`config.mk`:
```
export PLATFORM = sky130hd
export DESIGN_NAME = fall_ctrl
export DESIGN_NICKNAME = d
export VERILOG_FILES = /design/src/rtl/fall_ctrl.sv
export SDC_FILE = /design/constraint.sdc
export NUM_CORES = 1
export LEC_CHECK = 0
export BUFFER_PORTS_ARGS = -buffer_cell sky130_fd_sc_hd__buf_2
export CORE_MARGIN = 3
export CORE_UTILIZATION = 60
export DETAILED_ROUTE_END_ITERATION = 16
export GPL_TIMING_DRIVEN = 1
export PLACE_DENSITY = 0.84
export SYNTH_ARGS = -nofsm -noshare
export SYNTH_HDL_FRONTEND = slang
export SYNTH_SLANG_ARGS = --single-unit
```
`constraint.sdc`:
```
create_clock -name clk -period 9.3 [get_ports clk]
set_input_delay 0.93 -clock clk [delete_from_list [all_inputs] [get_ports clk]]
set_output_delay 0.93 -clock clk [all_outputs]
set_load 0.1 [all_outputs]
```
`src/rtl/fall_ctrl.sv`:
```
// fall_ctrl: active-piece controller for a falling-block board.
//
// Takes a spawn piece, asks an external checker whether it fits, then moves
// the piece on gravity ticks and left/right/down requests.  Every move is
// proposed as a candidate and checked before it is committed.  When a piece
// can no longer fall, the block asks the board to absorb it.
//
// Ports
//   clk                  single clock, all state changes on posedge
//   start                asynchronous active-high reset
//   sp_dot1..4, sp_index spawn piece cells {x[9:5], y[4:0]} and type
//   mv_left/right/down   one-cycle move request pulses (honoured in PLAY only)
//   chk_req, cand_dot1..4  collision check request and candidate cells
//   chk_ack, chk_ok      check done / candidate free (chk_ok valid with chk_ack)
//   cur_dot1..4, cur_index active piece
//   update               one-cycle pulse asking for the next spawn piece
//   lock_req, lock_ack   write cur_* into the board / write done
//   gameover             spawn piece did not fit; held until reset
//   pieces               locked piece count, saturating at 16'hFFFF
//
// state     | meaning
// ----------+--------------------------------------------------------------
// SPAWN     | latch spawn piece into cur, pulse update
// SPAWN_CHK | check that the spawn piece fits; no fit ends the game
// PLAY      | wait for gravity or a move request
// MOVE_CHK  | candidate move under check
// LOCK      | piece resting; wait for the board to absorb it
// OVER      | game ended, absorbing until reset

module fall_ctrl #(
    parameter int BOARD_W  = 10,
    parameter int BOARD_H  = 20,
    parameter int GRAV_DIV = 50_000_000
) (
    input  logic        clk,
    input  logic        start,
    input  logic [9:0]  sp_dot1,
    input  logic [9:0]  sp_dot2,
    input  logic [9:0]  sp_dot3,
    input  logic [9:0]  sp_dot4,
    input  logic [2:0]  sp_index,
    input  logic        mv_left,
    input  logic        mv_right,
    input  logic        mv_down,
    output logic        chk_req,
    output logic [9:0]  cand_dot1,
    output logic [9:0]  cand_dot2,
    output logic [9:0]  cand_dot3,
    output logic [9:0]  cand_dot4,
    input  logic        chk_ack,
    input  logic        chk_ok,
    output logic [9:0]  cur_dot1,
    output logic [9:0]  cur_dot2,
    output logic [9:0]  cur_dot3,
    output logic [9:0]  cur_dot4,
    output logic [2:0]  cur_index,
    output logic        update,
    output logic        lock_req,
    input  logic        lock_ack,
    output logic        gameover,
    output logic [15:0] pieces
);

    localparam int               CNT_W    = (GRAV_DIV > 1) ? $clog2(GRAV_DIV) : 1;
    localparam logic [CNT_W-1:0] CNT_LAST = CNT_W'(GRAV_DIV - 1);
    localparam logic [4:0]       X_MAX    = 5'(BOARD_W - 1);
    localparam logic [4:0]       Y_MAX    = 5'(BOARD_H - 1);

    typedef enum logic [2:0] {
        SPAWN,
        SPAWN_CHK,
        PLAY,
        MOVE_CHK,
        LOCK,
        OVER
    } state_t;

    state_t state_q, state_nxt;

    logic [3:0][9:0] sp_cells;
    logic [3:0][9:0] cur_q, cur_nxt;
    logic [3:0][9:0] cand_q, cand_nxt;
    logic [3:0][9:0] cells_down, cells_left, cells_right;
    logic [2:0]      idx_q, idx_nxt;
    logic            chk_req_q, chk_req_nxt;
    logic            lock_req_q, lock_req_nxt;
    logic            update_q, update_nxt;
    logic            over_q, over_nxt;
    logic            move_down_q, move_down_nxt;
    logic [15:0]     pieces_q, pieces_nxt;

    logic [CNT_W-1:0] grav_cnt_q;
    logic             grav_pend_q;
    logic             grav_active;
    logic             grav_wrap;
    logic             grav_clr;

    logic at_left, at_right, at_bottom;
    logic ack;

    assign sp_cells = {sp_dot4, sp_dot3, sp_dot2, sp_dot1};

    // An ack is only meaningful while our request is up; stray acks are dropped.
    assign ack = chk_ack & chk_req_q;

    assign grav_active = (state_q == PLAY) || (state_q == MOVE_CHK);
    assign grav_wrap   = grav_active && (grav_cnt_q == CNT_LAST);

    // Shifted copies of the active piece.  Each is only used after the matching
    // edge test passed, so no 5-bit field can wrap.
    always_comb begin : shift_cells
        at_left     = 1'b0;
        at_right    = 1'b0;
        at_bottom   = 1'b0;
        cells_down  = '0;
        cells_left  = '0;
        cells_right = '0;
        for (int i = 0; i < 4; i++) begin
            if (cur_q[i][9:5] == 5'd0)  at_left   = 1'b1;
            if (cur_q[i][9:5] == X_MAX) at_right  = 1'b1;
            if (cur_q[i][4:0] == Y_MAX) at_bottom = 1'b1;
            cells_down[i]  = {cur_q[i][9:5], cur_q[i][4:0] + 5'd1};
            cells_left[i]  = {cur_q[i][9:5] - 5'd1, cur_q[i][4:0]};
            cells_right[i] = {cur_q[i][9:5] + 5'd1, cur_q[i][4:0]};
        end
    end

    always_ff @(posedge clk or posedge start) begin : state_reg
        if (start) state_q <= SPAWN;
        else       state_q <= state_nxt;
    end

    always_comb begin : fsm_next
        state_nxt     = state_q;
        cur_nxt       = cur_q;
        cand_nxt      = cand_q;
        idx_nxt       = idx_q;
        chk_req_nxt   = chk_req_q;
        lock_req_nxt  = lock_req_q;
        update_nxt    = 1'b0;
        over_nxt      = over_q;
        move_down_nxt = move_down_q;
        pieces_nxt    = pieces_q;
        grav_clr      = 1'b0;

        unique case (state_q)
            SPAWN: begin
                cur_nxt     = sp_cells;
                cand_nxt    = sp_cells;
                idx_nxt     = sp_index;
                update_nxt  = 1'b1;
                chk_req_nxt = 1'b1;
                state_nxt   = SPAWN_CHK;
            end

            SPAWN_CHK: begin
                if (ack) begin
                    chk_req_nxt = 1'b0;
                    if (chk_ok) begin
                        state_nxt = PLAY;
                    end else begin
                        over_nxt  = 1'b1;
                        state_nxt = OVER;
                    end
                end
            end

            PLAY: begin
                // A down request also services a pending gravity tick, so
                // both collapse into one move.
                if (grav_pend_q || mv_down) begin
                    grav_clr = 1'b1;
                    if (at_bottom) begin
                        lock_req_nxt = 1'b1;
                        state_nxt    = LOCK;
                    end else begin
                        cand_nxt      = cells_down;
                        move_down_nxt = 1'b1;
                        chk_req_nxt   = 1'b1;
                        state_nxt     = MOVE_CHK;
                    end
                end else if (mv_left) begin
                    if (!at_left) begin
                        cand_nxt      = cells_left;
                        move_down_nxt = 1'b0;
                        chk_req_nxt   = 1'b1;
                        state_nxt     = MOVE_CHK;
                    end
                end else if (mv_right) begin
                    if (!at_right) begin
                        cand_nxt      = cells_right;
                        move_down_nxt = 1'b0;
                        chk_req_nxt   = 1'b1;
                        state_nxt     = MOVE_CHK;
                    end
                end
            end

            MOVE_CHK: begin
                if (ack) begin
                    chk_req_nxt = 1'b0;
                    if (chk_ok) begin
                        cur_nxt   = cand_q;
                        state_nxt = PLAY;
                    end else if (move_down_q) begin
                        lock_req_nxt = 1'b1;
                        state_nxt    = LOCK;
                    end else begin
                        state_nxt = PLAY;
                    end
                end
            end

            LOCK: begin
                if (lock_ack) begin
                    lock_req_nxt = 1'b0;
                    if (pieces_q != 16'hFFFF) pieces_nxt = pieces_q + 16'd1;
                    state_nxt = SPAWN;
                end
            end

            OVER: begin
                chk_req_nxt  = 1'b0;
                lock_req_nxt = 1'b0;
                over_nxt     = 1'b1;
            end

            default: state_nxt = SPAWN;
        endcase
    end

    always_ff @(posedge clk or posedge start) begin : data_reg
        if (start) begin
            cur_q       <= '0;
            cand_q      <= '0;
            idx_q       <= '0;
            chk_req_q   <= 1'b0;
            lock_req_q  <= 1'b0;
            update_q    <= 1'b0;
            over_q      <= 1'b0;
            move_down_q <= 1'b0;
            pieces_q    <= '0;
        end else begin
            cur_q       <= cur_nxt;
            cand_q      <= cand_nxt;
            idx_q       <= idx_nxt;
            chk_req_q   <= chk_req_nxt;
            lock_req_q  <= lock_req_nxt;
            update_q    <= update_nxt;
            over_q      <= over_nxt;
            move_down_q <= move_down_nxt;
            pieces_q    <= pieces_nxt;
        end
    end

    // Gravity divider holds its count outside PLAY/MOVE_CHK.  A tick that
    // lands in the same cycle PLAY services the flag re-arms it.
    always_ff @(posedge clk or posedge start) begin : grav_reg
        if (start) begin
            grav_cnt_q  <= '0;
            grav_pend_q <= 1'b0;
        end else begin
            if (grav_active) begin
                if (grav_wrap) grav_cnt_q <= '0;
                else           grav_cnt_q <= grav_cnt_q + CNT_W'(1);
            end
            if (grav_wrap)     grav_pend_q <= 1'b1;
            else if (grav_clr) grav_pend_q <= 1'b0;
        end
    end

    assign chk_req   = chk_req_q;
    assign lock_req  = lock_req_q;
    assign update    = update_q;
    assign gameover  = over_q;
    assign pieces    = pieces_q;
    assign cur_index = idx_q;
    assign cur_dot1  = cur_q[0];
    assign cur_dot2  = cur_q[1];
    assign cur_dot3  = cur_q[2];
    assign cur_dot4  = cur_q[3];
    assign cand_dot1 = cand_q[0];
    assign cand_dot2 = cand_q[1];
    assign cand_dot3 = cand_q[2];
    assign cand_dot4 = cand_q[3];

endmodule
```
* Word level (Yosys, flattened, before mapping)
Cells that the tools add are included.
Widths: inputs -> output; s select.
** Storage, ports and cells
- Flip-flop bits (word level) :: 134
- Bits of input ports :: 51
- Output and inout port bits :: 103
- Word-level logic and storage cells :: 154
** Operators by class
- Add/sub/neg operators :: 14
- Equality and inequality tests :: 32
- Mux-type cells :: 64
- Bitwise gates (word level) :: 2
- Reductions and logical operators :: 24
** Operators by type and width (count)
- $mux 40 :: 8
- $pmux 40 s2 :: 2
- $add 5x1->5 const B :: 8
- $mux 1 :: 37
- $mux 3 :: 12
- $add 26x1->26 const B :: 1
- $eq 26x26->1 const B :: 1
- $mux 26 :: 1
- $eq 5x4->1 const B :: 4
- $eq 5x5->1 const B :: 4
- $logic_not 5->1 :: 4
- $sub 5x1->5 const B :: 4
- $ne 2x2->1 const B :: 9
- $pmux 3 s6 :: 1
- $add 16x1->16 const B :: 1
- $ne 16x16->1 const B :: 1
- $reduce_and 7->1 :: 2
- $ne 4x3->1 const B :: 3
- $reduce_and 5->1 :: 2
- $reduce_and 3->1 :: 3
- $pmux 1 s4 :: 2
- $reduce_bool 2->1 :: 4
- $reduce_bool 4->1 :: 2
- $eq 3x2->1 const B :: 2
- other kinds (14) :: 18

* Longest topological paths before layout
Gate-level depths: netlist (run 1).
- Depth in word-level cells :: 10
- Mapped depth :: 8
- Depth with buffers taken out :: 8

* Worst setup path after synthesis (run 1)
OpenSTA, ideal clock, no wires.
- Path type :: reg-to-reg
- Start :: register cur_q, in the netlist cur_dot3[0]
- End :: register cand_q, in the netlist cand_dot1[0]
- Setup time :: 126 ps
- Arrival :: 2888 ps
- Path slack :: 6286 ps
- Stages on the path, launching flop included :: 9
- Path buffers :: 1
- Clock period less this slack :: 3014 ps
- Cell sequence :: dfrtp_1 ha_1 and4bb_4 nor4_4 nor2_2 a211o_1 a31oi_4 buf_12 mux2_4
** On the way
- Longest elaborated chain between the ends :: 5
** RTL lines
- from (decl) :: RTL line 81 : logic [3:0][9:0] cur_q, cur_nxt;
- from (signal assigned) :: RTL line 244 : cur_q <= cur_nxt;
- $eq 5x5->1 :: RTL line 121 : if (cur_q[i][4:0] == Y_MAX) at_bottom = 1'b1;
- $mux 1 (2 in a row) :: RTL line 121
- $ne 3x3->1 (no source line)
- $reduce_and 5->1 (no source line)
- to (signal assigned) :: RTL line 245 : cand_q <= cand_nxt;
- to (decl) :: RTL line 82 : logic [3:0][9:0] cand_q, cand_nxt;
Every way passes these cells.
A chain may end at the register's enable or synchronous reset.

* Worst setup path after layout (run 1)
- Start :: register cur_q, in the netlist cur_dot3[0]
- End :: register cand_q, in the netlist cand_dot4[4]
Same word-level chain as after synthesis.

==> flow_summary_export.csv, run 1 <==
group,metric,value,unit
cells_and_area,post-route-util,73.9,%
cells_and_area,regArea,3350,um2
routing,drt_iter0_drc,395,
global_routing,grt_util_all_layers,26.8,%
cells_and_area,nets,976,
clock_tree,cts_hold_buf,0,
logic_synthesis,synth_top_family_by_area,"simple AND/OR/NAND/NOR gates",
setup_path,worstPathRequired,9.59,ns
outcome,outcome,"complete, no violations",
placement,place.gp.congestion,0.813,
floorplan,dieArea,14100,um2
global_routing,grt_pass1_wl,30.7,mm
floorplan,coreArea,12200,um2
placement,buffer_ports.inserted,153,
global_routing,gr-total-overflow,0,
timing,grt_setup_unrepaired,"false",
cells_and_area,mostFrequentLayoutCell,"buf_2",
timing,timing.hold.ws,0.478,ns
logic_synthesis,synth_ff_type,"dfrtp_1",
min_path,min_path_type,"reg2reg",
logic_synthesis,async_flop_share,100,%
timing,setup_viol,0,
setup_path,cp_data_arrival_time,3.38,ns
logic_synthesis,synth_warnings,0,
routing,post_drt_wl_per_cell,17.0,um
timing,period_needed,3.09,ns
cells_and_area,syn2layout_area_growth,18.7,%
logic_synthesis,synth_area_per_cell,9.98,um2
routing,drt-total-wl,18.4,mm
setup_path,crit_fanout,37,
setup_path,startpoint_type,"flip-flop",
logic_synthesis,synth_simple_gate_area_share,16.6,%
routing,drtAntennaViolNets,0,
logic_synthesis,syn-num-nets,835,
timing,hold_viol,0,
clock_tree,post_cts_resized,0,
timing,finalMaxSlewViolations,0,
setup_path,critPathKind,"reg2reg",
logic_synthesis,synth_area,7600,um2
global_routing,busiest_layer,"met2",
placement,place_area,8440,um2
logic_synthesis,ys_types,48,
setup_path,max_stage_delay,0.65,ns
global_routing,grt_start_max_net_pins,81,
cells_and_area,num-fill-cells,901,
flow_run,maxCapViolations,0,
setup_path,worst_setup_path_end_kind,"flip-flop",
placement,dpl.hpwl,12.1,mm
global_routing,met2_usage,42.4,%
cells_and_area,antennaDiodeCount,0,
logic_synthesis,yosysTopAreaCell,"dfrtp_1",
routing,drc,0,
cells_and_area,post-route-cell-area,9020,um2
logic_synthesis,synth_edf_count,0,
floorplan,die_w,119,um
cells_and_area,layout_common_cells,"buf_2 (153), dfrtp_1 (134), nand2_1 (112), o21ai_0 (83), nor2_1 (46)",
global_routing,use_met3,5.98,%
routing,drt-vias-per-instance,5.73,
timing,max_freq,0.324,GHz
clock_tree,cts_tree,"built",
clock_tree,ctsRootBufferMaster,"clkbuf_16",
clock_tree,cts_setup_buffers,0,
clock_tree,ctsHtreeMaxLevel,4,
logic_synthesis,synthCells,762,
timing,setup_tns,0,ns
routing,vias,6207,
clock_tree,cts_buffers,17,
timing,slew_headroom,25.5,%
cells_and_area,regMostFlops,"grav_cnt_q",
clock_tree,clkTransAtPathRegs,0.05,ns
global_routing,antenna_found_initial,1,
logic_synthesis,synth-seq-cells,134,
clock_tree,clock_sinks,134,
floorplan,ios,154,
floorplan,start_util,62.2,%
clock_tree,cts.path.max_buffers,2,
setup_path,critical_path_buf_inv_count,1,
floorplan,num_rows,40,
global_routing,grt_util_met1,37.2,%
setup_path,crit_chain,"ha_1 > and4bb_4 > nor4_4 > nor2_2 > a211o_1 > a31oi_4 > buf_4 > mux2_2",
logic_synthesis,synth-compound-area-share,10.9,%
timing,fin_crit_sh,33.2,%
setup_path,crit_slowest_cell,"buf_4",
logic_synthesis,synthMuxAreaShare,13.7,%
routing,dr.pass1.iters,5,
cells_and_area,largest_register_ffs,26,
logic_synthesis,synth.area.top_cells,"dfrtp_1 (44%), mux2_4 (7.7%), nand2_1 (5.6%), o21ai_0 (5.5%), mux2i_1 (5.3%)",
cells_and_area,multi_input_area,4010,um2
cells_and_area,layout-drive-gt1-share,26.7,%
clock_tree,clk_latency,0.42,ns
global_routing,grt_pass1_vias,6105,
timing,clock_skew,0.00753,ns
logic_synthesis,yosys.area.top_type_share,44.1,%
timing,worst_pin_slew,1.12,ns
logic_synthesis,yosysSeqAreaShare,44.1,%
logic_synthesis,synth_fa_ha_area_share,4.02,%
logic_synthesis,synth_xor_xnor_area_share,7.26,%
floorplan,die_h,119,um
setup_path,cp_top_family,"buffers and inverters",
-- worst paths after layout --
check,start,end,slack (ns),depth (start not counted)
min in group asynchronous,start,cand_dot1[0]$_DFFE_PP0P_,0.58,2
hold reg to reg,grav_cnt_q[4]$_DFFE_PP0N_,grav_cnt_q[4]$_DFFE_PP0N_,0.48,1
hold / removal,grav_cnt_q[4]$_DFFE_PP0N_,grav_cnt_q[4]$_DFFE_PP0N_,0.48,1
max in group asynchronous,start,cand_dot4[4]$_DFFE_PP0P_,7.45,3
setup reg to reg,cur_dot3[0]$_DFFE_PP0P_,cand_dot4[4]$_DFFE_PP0P_,6.21,8
setup / recovery,cur_dot3[0]$_DFFE_PP0P_,cand_dot4[4]$_DFFE_PP0P_,6.21,8
-- Yosys cell counts, types with 3 or more instances --
library cell / instances
nor3_1: 13
buf_12: 4
a21oi_1: 18
fa_1: 4
and3_1: 7
nor4bb_1: 3
xnor2_1: 37
and4_1: 3
dfrtp_1: 134
clkbuf_1: 27
nand2_1: 114
mux2i_1: 40
mux2_4: 39
inv_1: 16
xor2_1: 26
buf_1: 4
o21a_1: 4
nand4_1: 16
a31oi_1: 14
o31ai_1: 3
ha_1: 18
mux2_2: 5
a21o_1: 11
or3_1: 9
nand3_1: 29
nor2b_1: 9
nor2_1: 47
o21ai_0: 83
-- logic make-up (layout without fill, tap and decap cells) --
| family | after synthesis | after routing |
|---|---|---|
| flip-flops | 134 | 134 |
| multiplexers | 84 | 84 |
| adder cells (fa/ha/maj) | 22 | 22 |
| AO/OA/AOI/OAI | 142 | 142 |
| XOR/XNOR | 63 | 63 |
| buffers and inverters | 52 | 205 |
| AND/OR/NAND/NOR | 265 | 265 |
-- worst reg2reg max path, cell delays in order, from the launching register on --
cell,delay (ns)
dfrtp_1,0.44
ha_1,0.26
and4bb_4,0.23
nor4_4,0.32
nor2_2,0.08
a211o_1,0.33
a31oi_4,0.25
buf_4,0.65
mux2_2,0.42
-- metal layers --
metal / wire length, um / vias to the layer above
met3: 1020 / 18
met2: 8830 / 189
met4: 246 / 2
met5: 11 / -
li1: - / 2950
met1: 8330 / 3048
-- area by class of cell --
class	count	share of cell area, %
clock inverters	7	1.05
flip-flops and latches	134	37.2
well taps	168	2.33
multi-input cells	576	44.4
inverters	16	0.721
clock buffers	24	5.45
repair buffers	158	8.90
-- stage by stage --
stage | setup WS, ns | cells
final | 6.21 | 1083
after global routing | 5.99 | 1083
after CTS | 6.20 | 1083
after detailed placement | 5.91 | 1052
after global placement | 5.96 | 1052
after floorplan | 4.79 | 762
Power of run 1 is not shown: default switching activity piles up to over one toggle a cycle in this logic, so the estimate is an artifact.
==> inputs of run 2 (changes only) <==
Settings changed: CORE_UTILIZATION 60 to 56, PLACE_DENSITY 0.84 to 0.79.
Clock period 9.3 ns to 3.1 ns, I/O delays scaled along.
==> flow_summary_export.csv, run 2 (synthesis results as in run 1) <==
group,metric,value,unit
setup_path,crit_fanout,29,
clock_tree,ctsHtreeMaxLevel,4,
cells_and_area,layout_common_cells,"buf_2 (153), dfrtp_1 (134), nand2_1 (112), o21ai_0 (83), nor2_1 (46)",
floorplan,num_rows,41,
timing,setup_viol,0,
setup_path,r2r_end,"cand_dot4[4]$_DFFE_PP0P_",
floorplan,ios,154,
clock_tree,clk_latency,0.42,ns
flow_run,maxCapViolations,0,
floorplan,start_util,58.8,%
cells_and_area,largest_register_ffs,26,
setup_path,rr_startpoint,"cur_dot1[1]$_DFFE_PP0P_",
global_routing,gr-total-overflow,0,
cells_and_area,regMostFlops,"grav_cnt_q",
outcome,outcome,"complete, no violations",
global_routing,grt_pass1_wl,30.7,mm
timing,clock_skew,0.00740,ns
placement,place.gp.congestion,0.805,
setup_path,worst_setup_path_end_kind,"flip-flop",
timing,hold_viol,0,
global_routing,grt_util_all_layers,25.9,%
clock_tree,clock_sinks,134,
setup_path,critPathKind,"reg2reg",
cells_and_area,antennaDiodeCount,0,
setup_path,crit_chain,"ha_1 > nor4bb_1 > buf_4 > nor4_4 > nor2_2 > a211o_1 > a31oi_4 > buf_12 > mux2_2",
clock_tree,cts_buffers,17,
clock_tree,post_cts_resized,0,
placement,buffer_ports.inserted,153,
clock_tree,cts_hold_buf,0,
timing,finalMaxSlewViolations,0,
routing,drt-total-wl,18.4,mm
global_routing,grt_start_max_net_pins,81,
timing,fin_crit_sh,84.8,%
setup_path,crit_end,"cand_dot4[4]$_DFFE_PP0P_",
clock_tree,ctsRootBufferMaster,"clkbuf_16",
global_routing,antenna_found_initial,1,
clock_tree,cts_tree,"built",
min_path,holdPathStages,2,
routing,drt-vias-per-instance,5.61,
floorplan,dieArea,15000,um2
setup_path,worstSetupStartpoint,"cur_dot1[1]$_DFFE_PP0P_",
clock_tree,clkTransAtPathRegs,0.06,ns
routing,drc,0,
power_and_ir_drop,power_density,1180,nW/um2
placement,dpl.hpwl,12.5,mm
power_and_ir_drop,p_leak,4.58,nW
cells_and_area,mostFrequentLayoutCell,"buf_2",
timing,grt_setup_unrepaired,"false",
timing,worst_pin_slew,1.08,ns
setup_path,ff2ff_setup_slack,0.47,ns
placement,dp.cells,1065,
floorplan,coreArea,12900,um2
timing,period_needed,2.63,ns
routing,vias,6144,
setup_path,worstPathRequired,3.40,ns
power_and_ir_drop,ir_worst_vdd,0.893,mV
floorplan,die_w,123,um
global_routing,grt_pass1_vias,6124,
clock_tree,cts_setup_buffers,0,
setup_path,max_stage_delay,0.44,ns
setup_path,crit_slowest_cell,"dfrtp_1",
cells_and_area,post-route-cell-area,9110,um2
cells_and_area,layoutNonFillerInstCount,1096,
routing,post_drt_wl_per_cell,16.8,um
min_path,min_path_type,"in2reg",
clock_tree,cts.path.max_buffers,2,
routing,drtAntennaViolNets,0,
routing,drt_iter0_drc,275,
setup_path,cp_data_arrival_time,2.93,ns
timing,max_freq,0.380,GHz
timing,setup_tns,0,ns
cells_and_area,nets,985,
floorplan,die_h,123,um
setup_path,r2r_cells,9,
cells_and_area,layout-drive-gt1-share,27.6,%
timing,slew_headroom,27.7,%
setup_path,startpoint_type,"flip-flop",
cells_and_area,syn2layout_area_growth,19.8,%
routing,dr.pass1.iters,5,
placement,place_area,8560,um2
==> run 2: power by group <==
| part | switching, mW | total, mW | internal, mW |
|---|---|---|---|
| sequential | 0.613 | 2.88 | 2.26 |
| clock | 0.740 | 1.89 | 1.15 |
| combinational | 4.61 | 5.95 | 1.34 |
==> run 2: layer usage <==
| layer | up-vias | share of wire, % | global-route usage (%) |
|---|---|---|---|
| met5 | - | 0.038 | 0 |
| met4 | 2 | 2.4 | 10.3 |
| met3 | 34 | 6.7 | 6.54 |
| met2 | 190 | 46 | 39.6 |
| met1 | 2956 | 45 | 35.4 |
| li1 | 2962 | - | - |
==> run 2: layout make-up <==
cell class	count	area [um2]
well taps	172	215
multi-input cells	576	4010
fillers	992	3820
clock inverters	10	80.1
flip-flops and latches	134	3350
repair buffers	167	921
inverters	16	63.8
clock buffers	21	470
==> run 2: critical path, delay by kind of cell (launching register included) <==
family                     cells  cell delay (ns)
AOI/OAI and AO/OA              2             0.52
buffers and inverters          2             0.45
and+or+nand+nor                3             0.50
adders and majority gates      1             0.23
DFF                            1             0.44
muxes                          1             0.37
==> run 2: worst min-delay path by stage <==
stage	from	end	slack, ns
floorplan	grav_cnt_q[4]$_DFFE_PP0N_	grav_cnt_q[4]$_DFFE_PP0N_	0.44
global placement	gameover$_DFFE_PP0P_	gameover$_DFFE_PP0P_	0.45
detailed placement	grav_cnt_q[4]$_DFFE_PP0N_	grav_cnt_q[4]$_DFFE_PP0N_	0.46
CTS	sp_index[0]	cur_index[0]$_DFFE_PP0P_	0.11
global route	sp_index[0]	cur_index[0]$_DFFE_PP0P_	0.11
finish	sp_index[0]	cur_index[0]$_DFFE_PP0P_	0.12
==> run 2: metrics by stage <==
| stage | setup WS, ns | hold WS [ns] | utilization, % | power [mW] |
|---|---|---|---|---|
| 2_1_floorplan | 0.0859 | 0.438 | - | 7.78 |
| 3_3_place_gp | 0.558 | 0.448 | 66.2 | 8.73 |
| 3_5_place_dp | 0.515 | 0.461 | 66.2 | 8.81 |
| 4_1_cts | 0.488 | 0.111 | 70.5 | 10.7 |
| 5_1_grt | 0.382 | 0.111 | 70.5 | 11.1 |
| 6_report | 0.471 | 0.121 | 70.5 | 10.7 |
Power figures use the tool's default switching activity.
